## src/rtl/esc_passthrough_arbiter_pkg.sv

```systemverilog
// Shared types and time-to-cycle helpers for the ESC passthrough arbiter.
// The state encoding doubles as the status-register value on state_o.
package esc_passthrough_arbiter_pkg;

  typedef enum logic [2:0] {
    ST_DSHOT     = 3'd0,
    ST_DRAIN     = 3'd1,
    ST_GUARD_IN  = 3'd2,
    ST_PASSTHRU  = 3'd3,
    ST_GUARD_OUT = 3'd4
  } arb_state_t;

  function automatic int US_TO_CYCLES(input int clk_hz, input int us);
    return (clk_hz / 1_000_000) * us;
  endfunction

  function automatic int MS_TO_CYCLES(input int clk_hz, input int ms);
    return (clk_hz / 1000) * ms;
  endfunction

endpackage

```

## src/rtl/esc_passthrough_arbiter_timer.sv

```systemverilog
// Loadable down-counter with a done flag; stops at zero instead of wrapping.
// Used for both the guard interval and the passthrough inactivity timeout.
module esc_cycle_timer
  import esc_passthrough_arbiter_pkg::*;
#(
  parameter int WIDTH = 8
) (
  input  logic             clk,
  input  logic             rst,
  input  logic             load,
  input  logic [WIDTH-1:0] load_value,
  output logic             done
);

  logic [WIDTH-1:0] count;

  always_ff @(posedge clk) begin
    if (rst) begin
      count <= '0;
    end else if (load) begin
      count <= load_value;
    end else if (count != '0) begin
      count <= count - WIDTH'(1);
    end
  end

  assign done = (count == '0);

endmodule

```

## src/rtl/esc_passthrough_arbiter.sv

```systemverilog
// Hands one ESC signal pin from the DSHOT engine to the UART passthrough bridge
// and back, draining in-flight frames and holding the pin idle-high around each swap.
module esc_passthrough_arbiter
  import esc_passthrough_arbiter_pkg::*;
#(
  parameter int CLK_FREQ_HZ     = 72_000_000,
  parameter int NUM_MOTORS      = 4,
  parameter int GUARD_US        = 50,
  parameter int IDLE_TIMEOUT_MS = 5000
) (
  input  logic                          clk,
  input  logic                          rst,
  input  logic                          pt_req,
  input  logic [$clog2(NUM_MOTORS)-1:0] pt_motor,
  input  logic [NUM_MOTORS-1:0]         dshot_busy,
  input  logic                          bridge_active,
  output logic [NUM_MOTORS-1:0]         dshot_en,
  output logic                          bridge_en,
  output logic [$clog2(NUM_MOTORS)-1:0] pin_sel,
  output logic [NUM_MOTORS-1:0]         pin_idle_high,
  output logic [2:0]                    state_o,
  output logic                          timeout_evt
);

  localparam int SEL_W         = $clog2(NUM_MOTORS);
  localparam int GUARD_CYCLES  = US_TO_CYCLES(CLK_FREQ_HZ, GUARD_US);
  localparam int TIMEOUT_LAST  = MS_TO_CYCLES(CLK_FREQ_HZ, IDLE_TIMEOUT_MS) - 1;
  localparam int GUARD_W       = $clog2(GUARD_CYCLES + 1);
  localparam int IDLE_W        = $clog2(TIMEOUT_LAST + 1);
  localparam logic [GUARD_W-1:0] GUARD_RELOAD = GUARD_W'(GUARD_CYCLES - 1);
  localparam logic [IDLE_W-1:0]  IDLE_RELOAD  = IDLE_W'(TIMEOUT_LAST);

  generate
    if (GUARD_CYCLES < 1) begin : g_guard_check
      $error("esc_passthrough_arbiter: guard interval resolves to zero cycles");
    end
  endgenerate

  arb_state_t       state;
  arb_state_t       state_next;
  logic [SEL_W-1:0] sel;
  logic             guard_load;
  logic             guard_done;
  logic             idle_load;
  logic             idle_done;
  logic             timeout_hit;

  logic [NUM_MOTORS-1:0] dshot_en_d;
  logic                  bridge_en_d;
  logic [NUM_MOTORS-1:0] pin_idle_high_d;
  logic                  timeout_evt_d;

  // The guard timer holds G-1 on the first guard cycle, so done marks the G-th cycle.
  esc_cycle_timer #(
    .WIDTH (GUARD_W)
  ) u_guard_timer (
    .clk        (clk),
    .rst        (rst),
    .load       (guard_load),
    .load_value (GUARD_RELOAD),
    .done       (guard_done)
  );

  // Idle timer is held at T outside PASSTHRU and while the bridge is busy;
  // it reaches zero after T+1 silent cycles, matching an up-count reaching T.
  esc_cycle_timer #(
    .WIDTH (IDLE_W)
  ) u_idle_timer (
    .clk        (clk),
    .rst        (rst),
    .load       (idle_load),
    .load_value (IDLE_RELOAD),
    .done       (idle_done)
  );

  assign idle_load   = (state != ST_PASSTHRU) || bridge_active;
  assign timeout_hit = (state == ST_PASSTHRU) && !bridge_active && idle_done;

  always_comb begin
    state_next = state;
    case (state)
      ST_DSHOT: begin
        if (pt_req) state_next = ST_DRAIN;
      end
      ST_DRAIN: begin
        if (dshot_busy == '0) state_next = ST_GUARD_IN;
      end
      ST_GUARD_IN: begin
        if (!pt_req) begin
          state_next = ST_GUARD_OUT;
        end else if (guard_done) begin
          state_next = ST_PASSTHRU;
        end
      end
      ST_PASSTHRU: begin
        // An active bridge keeps ownership so a byte in flight is never cut.
        if (timeout_hit || (!pt_req && !bridge_active)) state_next = ST_GUARD_OUT;
      end
      ST_GUARD_OUT: begin
        if (guard_done) state_next = ST_DSHOT;
      end
      default: state_next = ST_DSHOT;
    endcase
  end

  assign guard_load = (state_next != state) &&
                      ((state_next == ST_GUARD_IN) || (state_next == ST_GUARD_OUT));

  always_ff @(posedge clk) begin
    if (rst) begin
      state <= ST_DSHOT;
      sel   <= '0;
    end else begin
      state <= state_next;
      if ((state == ST_DSHOT) && pt_req) sel <= pt_motor;
    end
  end

  always_comb begin
    dshot_en_d      = '0;
    bridge_en_d     = 1'b0;
    pin_idle_high_d = '0;
    timeout_evt_d   = timeout_hit;
    case (state)
      ST_DSHOT:     dshot_en_d      = '1;
      ST_GUARD_IN:  pin_idle_high_d = NUM_MOTORS'(1) << sel;
      ST_PASSTHRU:  bridge_en_d     = 1'b1;
      ST_GUARD_OUT: pin_idle_high_d = NUM_MOTORS'(1) << sel;
      default:      dshot_en_d      = '0;
    endcase
  end

  // Every output is a register fed from the current state, giving a uniform
  // one-cycle lag; reset overrides them directly so the bridge drops at once.
  always_ff @(posedge clk) begin
    if (rst) begin
      dshot_en      <= '1;
      bridge_en     <= 1'b0;
      pin_sel       <= '0;
      pin_idle_high <= '0;
      state_o       <= ST_DSHOT;
      timeout_evt   <= 1'b0;
    end else begin
      dshot_en      <= dshot_en_d;
      bridge_en     <= bridge_en_d;
      pin_sel       <= sel;
      pin_idle_high <= pin_idle_high_d;
      state_o       <= state;
      timeout_evt   <= timeout_evt_d;
    end
  end

endmodule

```

## config.mk

```make
export PLATFORM = sky130hd
export DESIGN_NAME = esc_passthrough_arbiter
export DESIGN_NICKNAME = d
export VERILOG_FILES = /design/src/rtl/esc_passthrough_arbiter_pkg.sv /design/src/rtl/esc_passthrough_arbiter_timer.sv /design/src/rtl/esc_passthrough_arbiter.sv
export SDC_FILE = /design/constraint.sdc
export NUM_CORES = 1
export LEC_CHECK = 0
export BUFFER_PORTS_ARGS = -buffer_cell sky130_fd_sc_hd__buf_2
export CAP_MARGIN = 20
export CORE_MARGIN = 2
export CORE_UTILIZATION = 40
export CTS_BUF_LIST = sky130_fd_sc_hd__clkbuf_8
export DETAILED_ROUTE_END_ITERATION = 8
export PLACE_DENSITY = 0.58
export SYNTH_ARGS = -nofsm -noshare
export SYNTH_HDL_FRONTEND = slang
export SYNTH_SLANG_ARGS = --single-unit
```

## constraint.sdc

```tcl
create_clock -name clk -period 3.2 [get_ports clk]
set_input_delay 0.64 -clock clk [delete_from_list [all_inputs] [get_ports clk]]
set_output_delay 0.64 -clock clk [all_outputs]
set_load 0.005 [all_outputs]
```

==> results by group, run 1 <==
Synth
  – Seq/Total Area, Yosys: approximately 44%
  – Syn Area/Cell: between 8 and 9 µm²
  – Ys Warns: 0
  – Main combinational cell family by area after synthesis: simple AND/OR/NAND/NOR gates
  – Post-synth EDFFs: 0
  – Async SR Flop Fraction: 0%
  – Commonest register cell after synthesis: dfxtp_1
  – Synth cell types: 44
  – Syn Inst Count: 300
  – Syn nets: between 300 and 400
  – Post-synthesis xor/xnor area fraction: about a tenth
  – Synthesized flop and latch total: 58
  – Adder-Cell Fraction of Synth Area: under 10%
  – Mux cell area share after synthesis: around 1.9%
  – Compound-Gate Fraction of Synth Area: approximately 13%
  – Mapped Area: roughly 2700 µm²
  – Simple-gate portion of the synthesized area: about a quarter

Global route
  – Vias in the first global route: 1950
  – Initial antenna violation count: 0
  – First-pass GRT wire length: between 8 and 9 mm
  – Largest net degree at the start of global routing: 40
  – Total gr overflow: 0
  – GR Util All Layers: between 15 and 20%

Routing
  – Vias: roughly 2100
  – Starting DRT DRC Count: 57
  – First-pass DRT Iterations: 5
  – Vias per std cell: about 5.2
  – Residual DRC: 0
  – Final wirelength: about 5.1 mm
  – Detail Route Antenna Nets: 0
  – Routed WL per cell: 12.7 µm

STA
  – Hold Violations, Final: 0
  – Final TNS setup: 0 ns
  – Slew Limit Fails: 0
  – Period Utilization, post-route: 78.3%
  – Endpoints failing setup: 0
  – Slew margin rel.: 54.0%
  – Unrepaired setup endpoints after global routing: false
  – Max Freq: between 300 and 400 MHz
  – Final Critical Period: 2.51 ns
  – Worst Tran Pin Value: 0.687 ns
  – Clk_skew: around 0.0069 ns

CTS
  – H-tree depth: 3
  – Clock sink count: 58
  – Clock slew at reported path FFs: about 0.070 ns
  – Postcts setup bufs: 0
  – CTS root buffer: clkbuf_8
  – Clock Path Buffers: 2
  – PostCTS Resize Cnt: 0
  – Total CTS buffers: 9
  – TritonCTS clock tree: yes
  – Worst-Skew Late Latency: 0.32 ns
  – Hold Buf Count CTS: 0

Floorplan
  – DIE WIDTH: ~85 µm
  – Row count: 29
  – Starting Density: around two fifths
  – Die Area: around 7300 µm²
  – Die Height: between 80 and 90 µm
  – Core footprint: 6390 µm²
  – IO Pins: 25

Critical path
  – Worst Path Max Fanout: 10
  – Reg2reg end: u_idle_timer.count[4]
  – CP endpoint kind: flip-flop
  – Critical path's largest stage delay: roughly 0.65 ns
  – Crit Path Category: flip-flop to flip-flop
  – Worst Reg-to-Reg Cells: 6
  – R2r startpoint: u_idle_timer.count[20]
  – Worst setup SP type: flip-flop
  – Slowest cell on crit path: or4_1
  – Worst Setup EP: u_idle_timer.count[4]
  – Crit path required time: roughly 3.4 ns
  – Critical Path, Cell by Cell: or4_1 > or3_4 > or3_1 > nand3_1 > xor2_1 > a21oi_1
  – Worst EP arrival: about 2.7 ns
  – Reg2reg setup slack: slightly below 0.7 ns
  – Critical path startpoint: u_idle_timer.count[20]

Power
  – LEAKAGE: 1.16 nW
  – Worst vdd ir: slightly above 0.4 mV
  – PnR Total Power: 2.05 mW
  – PwrDens: just under 700 nW/µm²

Placed design
  – Final GP Congestion: about 0.7
  – Port Buffers: 24
  – HPWL Detailed: around 3.4 mm

Final layout
  – Nets: roughly 330
  – Final core occ: between 40% and 50%
  – Commonest cells after routing, fill and taps aside: dfxtp_1, nor2_1, a21oi_1, buf_2, xnor2_1
  – Layout cell share with drive strength beyond 1: approximately 15%
  – # diodes: 0
  – Syn-to-layout area delta: 14.2%
  – Most common cell after layout, fill and taps aside: dfxtp_1
  – Filler Cells Inserted: 625

Worst hold path
  – Hold WC Path Type: flip-flop to flip-flop

Status
  – Outcome: complete, no violations

Job
  – Max-cap violations: 0
## layout make-up
| class | instances | area (µm²) | area share (%) |
|---|---|---|---|
| inverter | 6 | 22.5 | 0.744 |
| clock inverter | 4 | 67.6 | 2.23 |
| tap | 77 | 96.3 | 3.18 |
| multi-input combinational | 220 | 1390 | 46.0 |
| sequential | 58 | 1160 | 38.4 |
| clock buffer | 11 | 151 | 5.00 |
| timing repair buffer | 26 | 135 | 4.46 |
## how the worst min path moves through the flow
stage,start,cells after the start,endpoint
after floorplan,sel[1],1,pin_idle_high[1]
after global placement,u_guard_timer.count[5],2,u_guard_timer.count[5]
after detailed placement,u_guard_timer.count[5],2,u_guard_timer.count[5]
after CTS,u_guard_timer.count[5],2,u_guard_timer.count[5]
after global routing,u_guard_timer.count[5],2,u_guard_timer.count[5]
final,u_guard_timer.count[5],2,u_guard_timer.count[5]
## metal layers
layer / vias to the layer above / track usage [%] / wire, µm
met5: - / 0 / 0
met4: 0 / 3.46 / 14
met3: 2 / 6.52 / 178
met2: 29 / 24.5 / 2360
met1: 965 / 19.0 / 2560
li1: 1092 / - / -
## metrics by stage
step,setup WS (ns),std cells,instance area (µm²),hold slack [ns]
floorplan,0.887,300,2650,0.436
global placement,0.702,387,2810,0.458
detailed placement,0.652,387,2810,0.461
CTS,0.683,402,3030,0.469
global route,0.549,402,3030,0.501
finish,0.694,402,3030,0.466
## synth_stat cells (2+ instances only)
cell type	number	area, µm²
nand4_1	3	18.8
o41ai_1	2	17.5
nor2b_1	6	37.5
nand2_1	14	52.6
nand2b_1	5	31.3
dfxtp_1	58	1160
or4_1	6	45.0
o21ai_0	4	20.0
a31oi_1	2	12.5
or3_1	8	50.1
a21o_1	4	30.0
a21oi_1	30	150
clkbuf_1	11	41.3
nor3b_1	3	22.5
ha_1	3	37.5
nand3_1	11	55.1
nor2_1	39	146
xor2_1	15	131
nor4_1	9	56.3
inv_1	6	22.5
nand3b_1	3	22.5
buf_2	2	10.0
xnor2_1	17	149
and3_1	2	12.5
mux2i_1	4	40.0
buf_4	3	22.5
nor3_1	13	65.1
## registers in the layout, indices dropped and copies added (netlist names), 2 cells and up
name	flops
u_idle_timer.count	29
u_guard_timer.count	12
pin_idle_high	4
state	3
state_o	3
pin_sel	2
sel	2
## cells by family (layout without fill, tap and decap cells)
kind of cell | after synthesis | after routing
multiplexers | 5 | 5
buffers and inverters | 22 | 47
adder cells (fa/ha/maj) | 3 | 3
flip-flops | 58 | 58
AO/OA/AOI/OAI | 51 | 51
XOR/XNOR | 32 | 32
AND/OR/NAND/NOR | 129 | 129
## where the power goes
part	leakage [nW]	switching [mW]	total, mW	internal [mW]
sequential	0.478	0.0723	0.872	0.800
combinational	0.560	0.242	0.444	0.201
clock	0.118	0.262	0.733	0.471
total	1.16	0.576	2.05	1.47
## critical path: cells and delay by family, from the launching register on
family	cells	cell delay, ns
DFF	1	0.34
AOI/OAI and AO/OA	1	0.08
xor gates and xnor gates	1	0.16
and+or+nand+nor	4	1.81
Note: power is estimated with default switching activity, not from simulation.
==> run 2, diff against run 1 <==
--- a/config.mk
+++ b/config.mk
@@ -5,13 +5,14 @@
 export SDC_FILE = /design/constraint.sdc
 export NUM_CORES = 1
 export LEC_CHECK = 0
+export ABC_AREA = 1
 export BUFFER_PORTS_ARGS = -buffer_cell sky130_fd_sc_hd__buf_2
 export CAP_MARGIN = 20
 export CORE_MARGIN = 2
 export CORE_UTILIZATION = 40
 export CTS_BUF_LIST = sky130_fd_sc_hd__clkbuf_8
 export DETAILED_ROUTE_END_ITERATION = 8
-export PLACE_DENSITY = 0.58
+export PLACE_DENSITY = 0.57
 export SYNTH_ARGS = -nofsm -noshare
 export SYNTH_HDL_FRONTEND = slang
 export SYNTH_SLANG_ARGS = --single-unit
==> constraint.sdc (replaced) <==
create_clock -name clk -period 2.4 [get_ports clk]
set_input_delay 0.48 -clock clk [delete_from_list [all_inputs] [get_ports clk]]
set_output_delay 0.48 -clock clk [all_outputs]
set_load 0.005 [all_outputs]
==> results by group, run 2 <==
Routing
  – Residual DRC: 0
  – Vias per std cell: approximately 4.8
  – DRT met1 WL: roughly 3.4 mm
  – Final wirelength: 6.80 mm
  – Vias: 2565
  – Top sig layer: met4
  – Detail Route Antenna Nets: 0
  – Met3 wire len: approximately 350 µm
  – Routed WL per cell: between 10 and 15 µm
  – Starting DRT DRC Count: a little under 100
  – First-pass DRT Iterations: 4
  – Met2 WL: ~2.9 mm

Placed design
  – Final GP Congestion: between 0.8 and 0.9
  – Post-DP Area: between 3000 and 4000 µm²
  – HPWL Detailed: around 5 mm
  – Port Buffers: 24
  – Inst Count DP: ~520

Final layout
  – Max FFs per register: 29
  – Final instance area: around 3400 µm²
  – # diodes: 0
  – Final core occ: approximately 47%
  – Layout cell share with drive strength beyond 1: 18.4%
  – Reg with most FFs: u_idle_timer.count
  – Commonest cells after routing, fill and taps aside: nor2_1, dfxtp_1, nand2_1, inv_1, a21oi_1
  – Most common cell after layout, fill and taps aside: nor2_1
  – Largest regs: u_idle_timer.count: 29 flops, u_guard_timer.count: 12 flops, pin_idle_high: 4 flops
  – Nets: around 440
  – Layout Cells excl Fill: around 530
  – Syn-to-layout area delta: 15.5%

Floorplan
  – Starting Density: between 40% and 50%
  – DIE WIDTH: ~90 µm
  – Row count: 31
  – Die Height: ~90 µm
  – Core footprint: just over 7000 µm²
  – IO Pins: 25
  – Die Area: between 8000 and 9000 µm²

Critical path
  – Worst setup SP type: flip-flop
  – CP endpoint kind: flip-flop
  – Worst Path Max Fanout: 8
  – Crit path required time: roughly 2.6 ns
  – Crit Path Category: flip-flop to flip-flop
  – R2r startpoint: u_idle_timer.count[0]
  – Worst EP arrival: approximately 2.2 ns
  – Critical path startpoint: u_idle_timer.count[0]

Synth
  – Post-synth top area share: slightly below 40%
  – Mapped Area: 2940 µm²
  – Most area-hungry cell type in the Yosys netlist: dfxtp_1
  – Post-synth EDFFs: 0
  – Async SR Flop Fraction: 0%
  – Count leader, synth: nor2_1
  – Top cells by area, synth: dfxtp_1, nor2_1, nand2_1
  – Syn Area/Cell: between 7 and 8 µm²
  – Syn nets: around 420
  – Commonest register cell after synthesis: dfxtp_1
  – Top post-synthesis cells by count: nor2_1, dfxtp_1, nand2_1, inv_1, a21oi_1
  – Ys Warns: 0
  – Synthesized flop and latch total: 58
  – Syn Inst Count: 402
  – Seq/Total Area, Yosys: 39.5%
  – Synth cell types: 36

CTS
  – PostCTS Resize Cnt: 0
  – Clock sink count: between 50 and 60
  – Postcts setup bufs: 0
  – Clock Path Buffers: 2
  – Clock slew at reported path FFs: roughly 0.070 ns
  – H-tree depth: 3
  – Worst-Skew Late Latency: about 0.34 ns
  – CTS root buffer: clkbuf_8
  – TritonCTS clock tree: yes
  – Hold Buf Count CTS: 0
  – Total CTS buffers: 9

Global route
  – Total gr overflow: 0
  – GR Util All Layers: 18.2%
  – First-pass GRT wire length: approximately 11 mm
  – Initial antenna violation count: 0
  – Vias in the first global route: 2279
  – Largest net degree at the start of global routing: 31

Power
  – Worst vdd ir: 0.314 mV
  – Clock power frac: a little under two fifths
  – Net switching power: 0.892 mW
  – Switching portion of total power: between 30 and 40%
  – PwrDens: about 900 nW/µm²
  – Sequential Power Share: roughly 40%
  – PnR Total Power: 2.97 mW
  – Combinational share of power: between 20% and 30%
  – Pint: 2.07 mW
  – LEAKAGE: approximately 1.4 nW

STA
  – Slew Limit Fails: 0
  – Endpoints failing setup: 0
  – Period Utilization, post-route: roughly 80%
  – Max Freq: approximately 520 MHz
  – Slew margin rel.: just under 70%
  – Clk_skew: between 0.01 and 0.015 ns
  – Final TNS setup: 0 ns
  – Hold Violations, Final: 0
  – Worst Tran Pin Value: around 0.48 ns
  – Unrepaired setup endpoints after global routing: false
  – Final Critical Period: about 1.9 ns

Status
  – Outcome: complete, no violations

Worst hold path
  – Hold WC Path Type: flip-flop to flip-flop
  – Hold_sp: sel[0]

Job
  – Max-cap violations: 0
-- run 2: final cells by class --
cell class,instances,area [µm²]
sequential,58,1160
inverter,35,131
timing repair buffer,28,150
multi-input combinational,299,1590
clock inverter,5,103
tap,99,124
clock buffer,10,138
fill,739,3780
-- run 2: final timing paths --
path	cells past startpoint	slack [ns]	end
max reg2reg	13	0.47	u_guard_timer.count[6]
min	1	0.43	pin_idle_high[2]
max	13	0.47	u_guard_timer.count[6]
min reg2reg	1	0.43	pin_idle_high[2]
-- run 2: stage by stage --
step           worst slack, ns  hold WS, ns
2_1_floorplan            0.746        0.413
3_3_place_gp             0.556        0.429
3_5_place_dp             0.490        0.432
4_1_cts                  0.475        0.431
5_1_grt                  0.221        0.446
6_report                 0.469        0.430
-- run 2: critical path, stage by stage, from the launching register on --
cell	delay [ns]
dfxtp_1	0.32
inv_1	0.17
ha_1	0.20
inv_1	0.04
nor2_1	0.11
nand3_1	0.08
nor2_1	0.10
nand4_1	0.18
nand3_1	0.17
nand2_1	0.08
inv_2	0.08
nand3_4	0.13
nand2_2	0.13
nor2_1	0.05
-- run 2: logic make-up (layout without fill, tap and decap cells) --
logic type | count (synthesis) | after routing | synth area share (%)
xor gates and xnor gates | 27 | 27 | 8.05
AOI/OAI and AO/OA | 46 | 46 | 8.65
buffers and inverters | 45 | 78 | 6.48
and+or+nand+nor | 223 | 223 | 36.0
DFF | 58 | 58 | 39.5
adders and majority gates | 3 | 3 | 1.28
-- run 2: metal layers --
layer / global-route usage [%] / vias up
li1: - / 1355
met1: 26.1 / 1131
met2: 27.3 / 68
met3: 2.56 / 11
met4: 7.73 / 0
met5: 0 / -
-- run 2: power by group through the flow --
stage / clock (mW) / combinational (mW) / sequential (mW)
detailed placement: 0 / 0.684 / 1.19
global route: 1.17 / 0.802 / 1.19
floorplan: 0 / 0.574 / 1.17
CTS: 1.12 / 0.697 / 1.17
global placement: 0 / 0.695 / 1.19
finish: 1.10 / 0.695 / 1.17
